==> src/rtl/i2c_bus_arbiter.sv <==
// Two-requester arbiter for one shared I2C driver. Round-robin on ties, with a
// watchdog that revokes a grant held too long and locks out the offending requester.
module i2c_bus_arbiter #(
   parameter int unsigned TIMEOUT_CYCLES = 1000000
) (
   input  logic       clk,
   input  logic       rst,
   // requester 0
   input  logic       req0,
   output logic       gnt0,
   input  logic       ena0,
   input  logic       rw0,
   input  logic       start_transfer0,
   input  logic       stop_transfer0,
   input  logic       r_start0,
   input  logic [7:0] data_wr0,
   output logic [7:0] data_rd0,
   output logic       busy0,
   output logic       ready0,
   output logic       ack_err0,
   // requester 1
   input  logic       req1,
   output logic       gnt1,
   input  logic       ena1,
   input  logic       rw1,
   input  logic       start_transfer1,
   input  logic       stop_transfer1,
   input  logic       r_start1,
   input  logic [7:0] data_wr1,
   output logic [7:0] data_rd1,
   output logic       busy1,
   output logic       ready1,
   output logic       ack_err1,
   // shared driver
   output logic       drv_ena,
   output logic       drv_rw,
   output logic       drv_start_transfer,
   output logic       drv_stop_transfer,
   output logic       drv_r_start,
   output logic [7:0] drv_data_wr,
   input  logic [7:0] drv_data_rd,
   input  logic       drv_busy,
   input  logic       drv_ready,
   input  logic       drv_ack_err,
   output logic       timeout_err
);

   typedef enum logic [2:0] {
      S_IDLE    = 3'd0,
      S_GRANT0  = 3'd1,
      S_GRANT1  = 3'd2,
      S_RELEASE = 3'd3,
      S_ABORT   = 3'd4
   } state_t;

   localparam logic [19:0] WDOG_LAST = 20'(TIMEOUT_CYCLES - 1);

   state_t      r_state;
   state_t      w_state_nxt;
   logic        r_last;
   logic [19:0] r_wdog;
   logic        r_lock0;
   logic        r_lock1;
   logic        r_terr;

   logic        w_elig0;
   logic        w_elig1;
   logic        w_req_own;
   logic        w_exit;
   logic        w_timeout;
   logic        w_in_grant;

   always_comb begin
      w_elig0    = req0 && !r_lock0;
      w_elig1    = req1 && !r_lock1;
      w_in_grant = (r_state == S_GRANT0) || (r_state == S_GRANT1);
      w_req_own  = (r_state == S_GRANT1) ? req1 : req0;
      w_exit     = !w_req_own && !drv_busy;
      w_timeout  = (r_wdog == WDOG_LAST);
   end

   always_comb begin
      w_state_nxt = r_state;
      case (r_state)
         S_IDLE: begin
            if (w_elig0 && w_elig1)
               w_state_nxt = r_last ? S_GRANT0 : S_GRANT1;
            else if (w_elig0)
               w_state_nxt = S_GRANT0;
            else if (w_elig1)
               w_state_nxt = S_GRANT1;
         end
         S_GRANT0, S_GRANT1: begin
            // a clean release beats the watchdog when both land on the same cycle
            if (w_exit)
               w_state_nxt = S_RELEASE;
            else if (w_timeout)
               w_state_nxt = S_ABORT;
         end
         S_RELEASE: w_state_nxt = S_IDLE;
         S_ABORT: begin
            if (!drv_busy)
               w_state_nxt = S_RELEASE;
         end
         default: w_state_nxt = S_IDLE;
      endcase
   end

   always_ff @(posedge clk) begin
      if (rst) begin
         r_state <= S_IDLE;
         r_last  <= 1'b1;
         r_wdog  <= '0;
         r_lock0 <= 1'b0;
         r_lock1 <= 1'b0;
         r_terr  <= 1'b0;
      end else begin
         r_state <= w_state_nxt;
         r_terr  <= (w_state_nxt == S_ABORT) && (r_state != S_ABORT);

         if (r_state == S_IDLE && w_state_nxt == S_GRANT0) begin
            r_last <= 1'b0;
            r_wdog <= '0;
         end else if (r_state == S_IDLE && w_state_nxt == S_GRANT1) begin
            r_last <= 1'b1;
            r_wdog <= '0;
         end else if (w_in_grant) begin
            r_wdog <= r_wdog + 20'd1;
         end

         // lockout holds until the requester has been seen low once
         if (r_state == S_GRANT0 && w_state_nxt == S_ABORT)
            r_lock0 <= 1'b1;
         else if (!req0)
            r_lock0 <= 1'b0;

         if (r_state == S_GRANT1 && w_state_nxt == S_ABORT)
            r_lock1 <= 1'b1;
         else if (!req1)
            r_lock1 <= 1'b0;
      end
   end

   assign gnt0        = (r_state == S_GRANT0);
   assign gnt1        = (r_state == S_GRANT1);
   assign timeout_err = r_terr;

   always_comb begin
      drv_ena            = 1'b0;
      drv_rw             = 1'b0;
      drv_start_transfer = 1'b0;
      drv_stop_transfer  = 1'b0;
      drv_r_start        = 1'b0;
      drv_data_wr        = 8'h00;
      data_rd0           = 8'h00;
      busy0              = 1'b1;
      ready0             = 1'b0;
      ack_err0           = 1'b0;
      data_rd1           = 8'h00;
      busy1              = 1'b1;
      ready1             = 1'b0;
      ack_err1           = 1'b0;
      if (r_state == S_GRANT0) begin
         drv_ena            = ena0;
         drv_rw             = rw0;
         drv_start_transfer = start_transfer0;
         drv_stop_transfer  = stop_transfer0;
         drv_r_start        = r_start0;
         drv_data_wr        = data_wr0;
         data_rd0           = drv_data_rd;
         busy0              = drv_busy;
         ready0             = drv_ready;
         ack_err0           = drv_ack_err;
      end else if (r_state == S_GRANT1) begin
         drv_ena            = ena1;
         drv_rw             = rw1;
         drv_start_transfer = start_transfer1;
         drv_stop_transfer  = stop_transfer1;
         drv_r_start        = r_start1;
         drv_data_wr        = data_wr1;
         data_rd1           = drv_data_rd;
         busy1              = drv_busy;
         ready1             = drv_ready;
         ack_err1           = drv_ack_err;
      end
   end

endmodule

==> config.mk <==
export PLATFORM = sky130hd
export DESIGN_NAME = i2c_bus_arbiter
export DESIGN_NICKNAME = d
export VERILOG_FILES = /design/src/rtl/i2c_bus_arbiter.sv
export SDC_FILE = /design/constraint.sdc
export NUM_CORES = 1
export LEC_CHECK = 0
export ABC_AREA = 1
export CAP_MARGIN = 20
export CELL_PAD_IN_SITES_DETAIL_PLACEMENT = 0
export CELL_PAD_IN_SITES_GLOBAL_PLACEMENT = 1
export CORE_ASPECT_RATIO = 0.75
export CORE_UTILIZATION = 29
export CTS_BUF_LIST = sky130_fd_sc_hd__clkbuf_4 sky130_fd_sc_hd__clkbuf_8
export DETAILED_ROUTE_END_ITERATION = 8
export PLACE_DENSITY_LB_ADDON = 0.1
export SYNTH_ARGS = -nofsm -noshare
export SYNTH_HDL_FRONTEND = slang
export SYNTH_SLANG_ARGS = --single-unit
==> constraint.sdc <==
create_clock -name clk -period 1.7 [get_ports clk]
set_input_delay 0.17 -clock clk [delete_from_list [all_inputs] [get_ports clk]]
set_output_delay 0.17 -clock clk [all_outputs]
set_load 0.01 [all_outputs]
==> out/results.md <==
* **Worst-Skew Late Latency** 0.27 ns
* **number of nets in the layout** 438
* **I/O Buffers** 78
* **storage element area** 543.0 sq um
* **clock skew** 0.006408 ns
* **floorplan core area** 5976 sq um
* **ratio of routed vias to standard cells** 4.493
* **number of distinct library cells after synthesis** 26
* **horizontal die dimension** 94.21 microns
* **Static Leakage** 1.294 nW
* **WP data arrival** 1.44 ns
* **area fraction in and, or, nand and nor cells after synthesis** 42.69%
* **Slew Limit Fails** 0
* **fraction of the mapped netlist area in adder cells** 0.6766%
* **period utilization** 94.69%
* **Site Rows** 24
* **fmax** 0.6212 GHz
* **pre-CTS worst setup slack** 0.07587 ns
* **element type at the critical path end** output pin
* **number of cells produced by synthesis** 308
* **Post-Synthesis Net Count** 350
* **overall via count from detail_route** 2125
* **share of the synthesized area in compound gates (AO/OA/AOI/OAI)** 12.38%
* **fraction of the yosys area taken by sequential cells** 29.23%
* **leading cell type in the layout, fill and taps excluded** nand2_1
* **power density relative to cell area** 596.6 nW/um^2
* **initial standard-cell utilization of the core** 30.95%
* **startpoint type of the worst setup path** register
* **combinational family with the most area after synthesis** simple AND/OR/NAND/NOR gates
* **Total GRT Usage** 16.41%
* **DRC violation count after routing** 0
* **initial antenna violation count** 0
* **setup repair after global routing missed its margin** no
* **WP data required** 1.53 ns
* **count of antenna-violating nets left after detailed routing** 0
* **remaining global-route overflow** 0
* **run status** completed
* **Num Clock Sinks** 27
* **commonest cells after routing, fill and taps aside** 97 x nand2_1, 56 x nor2_1, 41 x clkdlybuf4s50_1, 31 x inv_1, 26 x dlygate4sd2_1
* **post-DP HPWL** 4363 microns
* **FILL cells** 649
* **Bufs on Longest Clock Path** 2
* **setup-violating endpoint count in the final report** 0
* **buffer type at the clock tree root** clkbuf_8
* **max-cap check violation count** 0
* **Crit Path Class** register to output pin
* **proportion of layout cells with a drive suffix above 1** 11.14%
* **H-tree lvl count** 1
* **total iterations of the first detailed-routing run** 4
* **Max rail drop VDD** 0.0004260 V
* **total wire length** 5579 microns
* **Detailed Route Iter0 Violations** 127
* **syn_area_per_cell** 6.004 sq um
* **YS warnings** 0
* **hold_buf cts** 0
* **clock tree from TritonCTS** built
* **CTS-repair resized insts** 38
* **number of top-level pins** 79
* **via count of the first global-routing pass** 1869
* **Routed WL per cell** 11.79 microns
* **Worst Max-Slew Pin Slew** 0.3106 ns
* **final antenna diode count** 0
* **maximum fanout along the worst path** 9
* **Worst slew margin** 79.14%
* **Hold Crit Class** register to register
* **maximum number of pins on one net before global-route repair** 17
* **hold violation count in the final report** 0
* **number of standard cells in the layout, taps in and fillers out** 473
* **die area** 6704 sq um
* **number of synthesized register bits** 27
* **CTS Buf Count** 3
* **layout overhead on the synthesized area** 52.50%
* **time the final worst path needs with I/O delays and setup** 1.610 ns
* **multi-input combinational cell area** 1129 sq um
* **xor-xnor portion of the synthesized cell area** 4.736%
* **R2R setup slack** 0.16 ns
* **routability congestion estimate** 0.7957
* **die height** 71.16 microns
* **worst path setup slack after routing** 0.09026 ns
* **synthesized cell area** 1849 sq um
* **post-CTS clock slew at the launch and capture registers of the worst setup and hold paths** 0.10 ns
* **share of cell area taken by muxes after synthesis** 0%
* **final-layout worst hold slack** 0.4801 ns
* **setup repair bufs after CTS** 0
* **Placed Instances** 469
* **wire length of the first global-routing pass** 8776 microns
==> synthesized netlist by cell type, drive strengths merged <==
cell type,number,area (sq um)
a21oi,19,98.85
a22o,13,113.9
buf,7,43.79
clkbuf,2,7.510
dfxtp,27,540.5
ha,1,12.51
inv,37,138.9
nand2,102,395.4
nand3,15,75.07
nand3b,3,22.52
nand4,3,18.77
nor2,62,252.7
nor3,4,25.02
o21ai,2,10.00
o22ai,1,6.260
xnor2,5,43.79
xor2,5,43.79
==> cells by family after synthesis <==
kind of cell    count (synthesis)
compound gates                 35
buf+inv                        46
fa+ha+maj                       1
flops                          27
xor+xnor                       10
simple gates                  189
==> registers in the layout, summed over array words and instances (netlist names) <==
signal       flops
r_last           1
r_wdog          20
r_state          3
timeout_err      1
r_lock1          1
r_lock0          1
==> layout make-up <==
type / count / area share (%)
well taps: 78 / 3.461
inverters: 37 / 4.925
flip-flops and latches: 27 / 19.25
repair buffers: 92 / 30.61
multi-input cells: 235 / 40.02
clock buffers: 4 / 1.730
==> power breakdown <==
group | internal (mW) | total [mW] | switching (mW)
sequential | 0.647 | 0.657 | 0.0102
clock | 0.184 | 0.389 | 0.205
combinational | 0.302 | 0.636 | 0.334
==> worst max-delay path, cell delays in order (launching register included) <==
cell,delay (ns)
dfxtp_1,0.34
inv_2,0.06
nand3_2,0.10
inv_1,0.07
buf_6,0.14
a22o_1,0.18
dlygate4sd2_1,0.28
==> through the flow <==
stage                     util, %  area, sq um  total power, mW  setup TNS [ns]
after floorplan                 -         1849           0.9906               0
after global placement      46.75         2794            1.369               0
after detailed placement    46.75         2794            1.365               0
after CTS                   46.94         2805            1.717         -0.2350
after global routing        47.19         2820            1.801               0
final                       47.19         2820            1.683               0
==> path summary, 6_finish.rpt <==
kind / end / start / cells past startpoint
min: r_lock0 / r_lock0 / 2
min reg2reg: r_lock0 / r_lock0 / 2
max: drv_data_wr[6] / r_state[2] / 6
max reg2reg: r_lock1 / r_wdog[1] / 11
==> routing by layer <==
metal  vias up  track usage [%]  share of wire, %  wire [microns]
li1       1137                -                 -               -
met1       919            25.69                52            2921
met2        67            23.59                41            2280
met3         2            3.333               6.7             372
met4         0            1.368             0.072               4
met5         -                0                 0               0
Power figures use the tool's default switching activity.
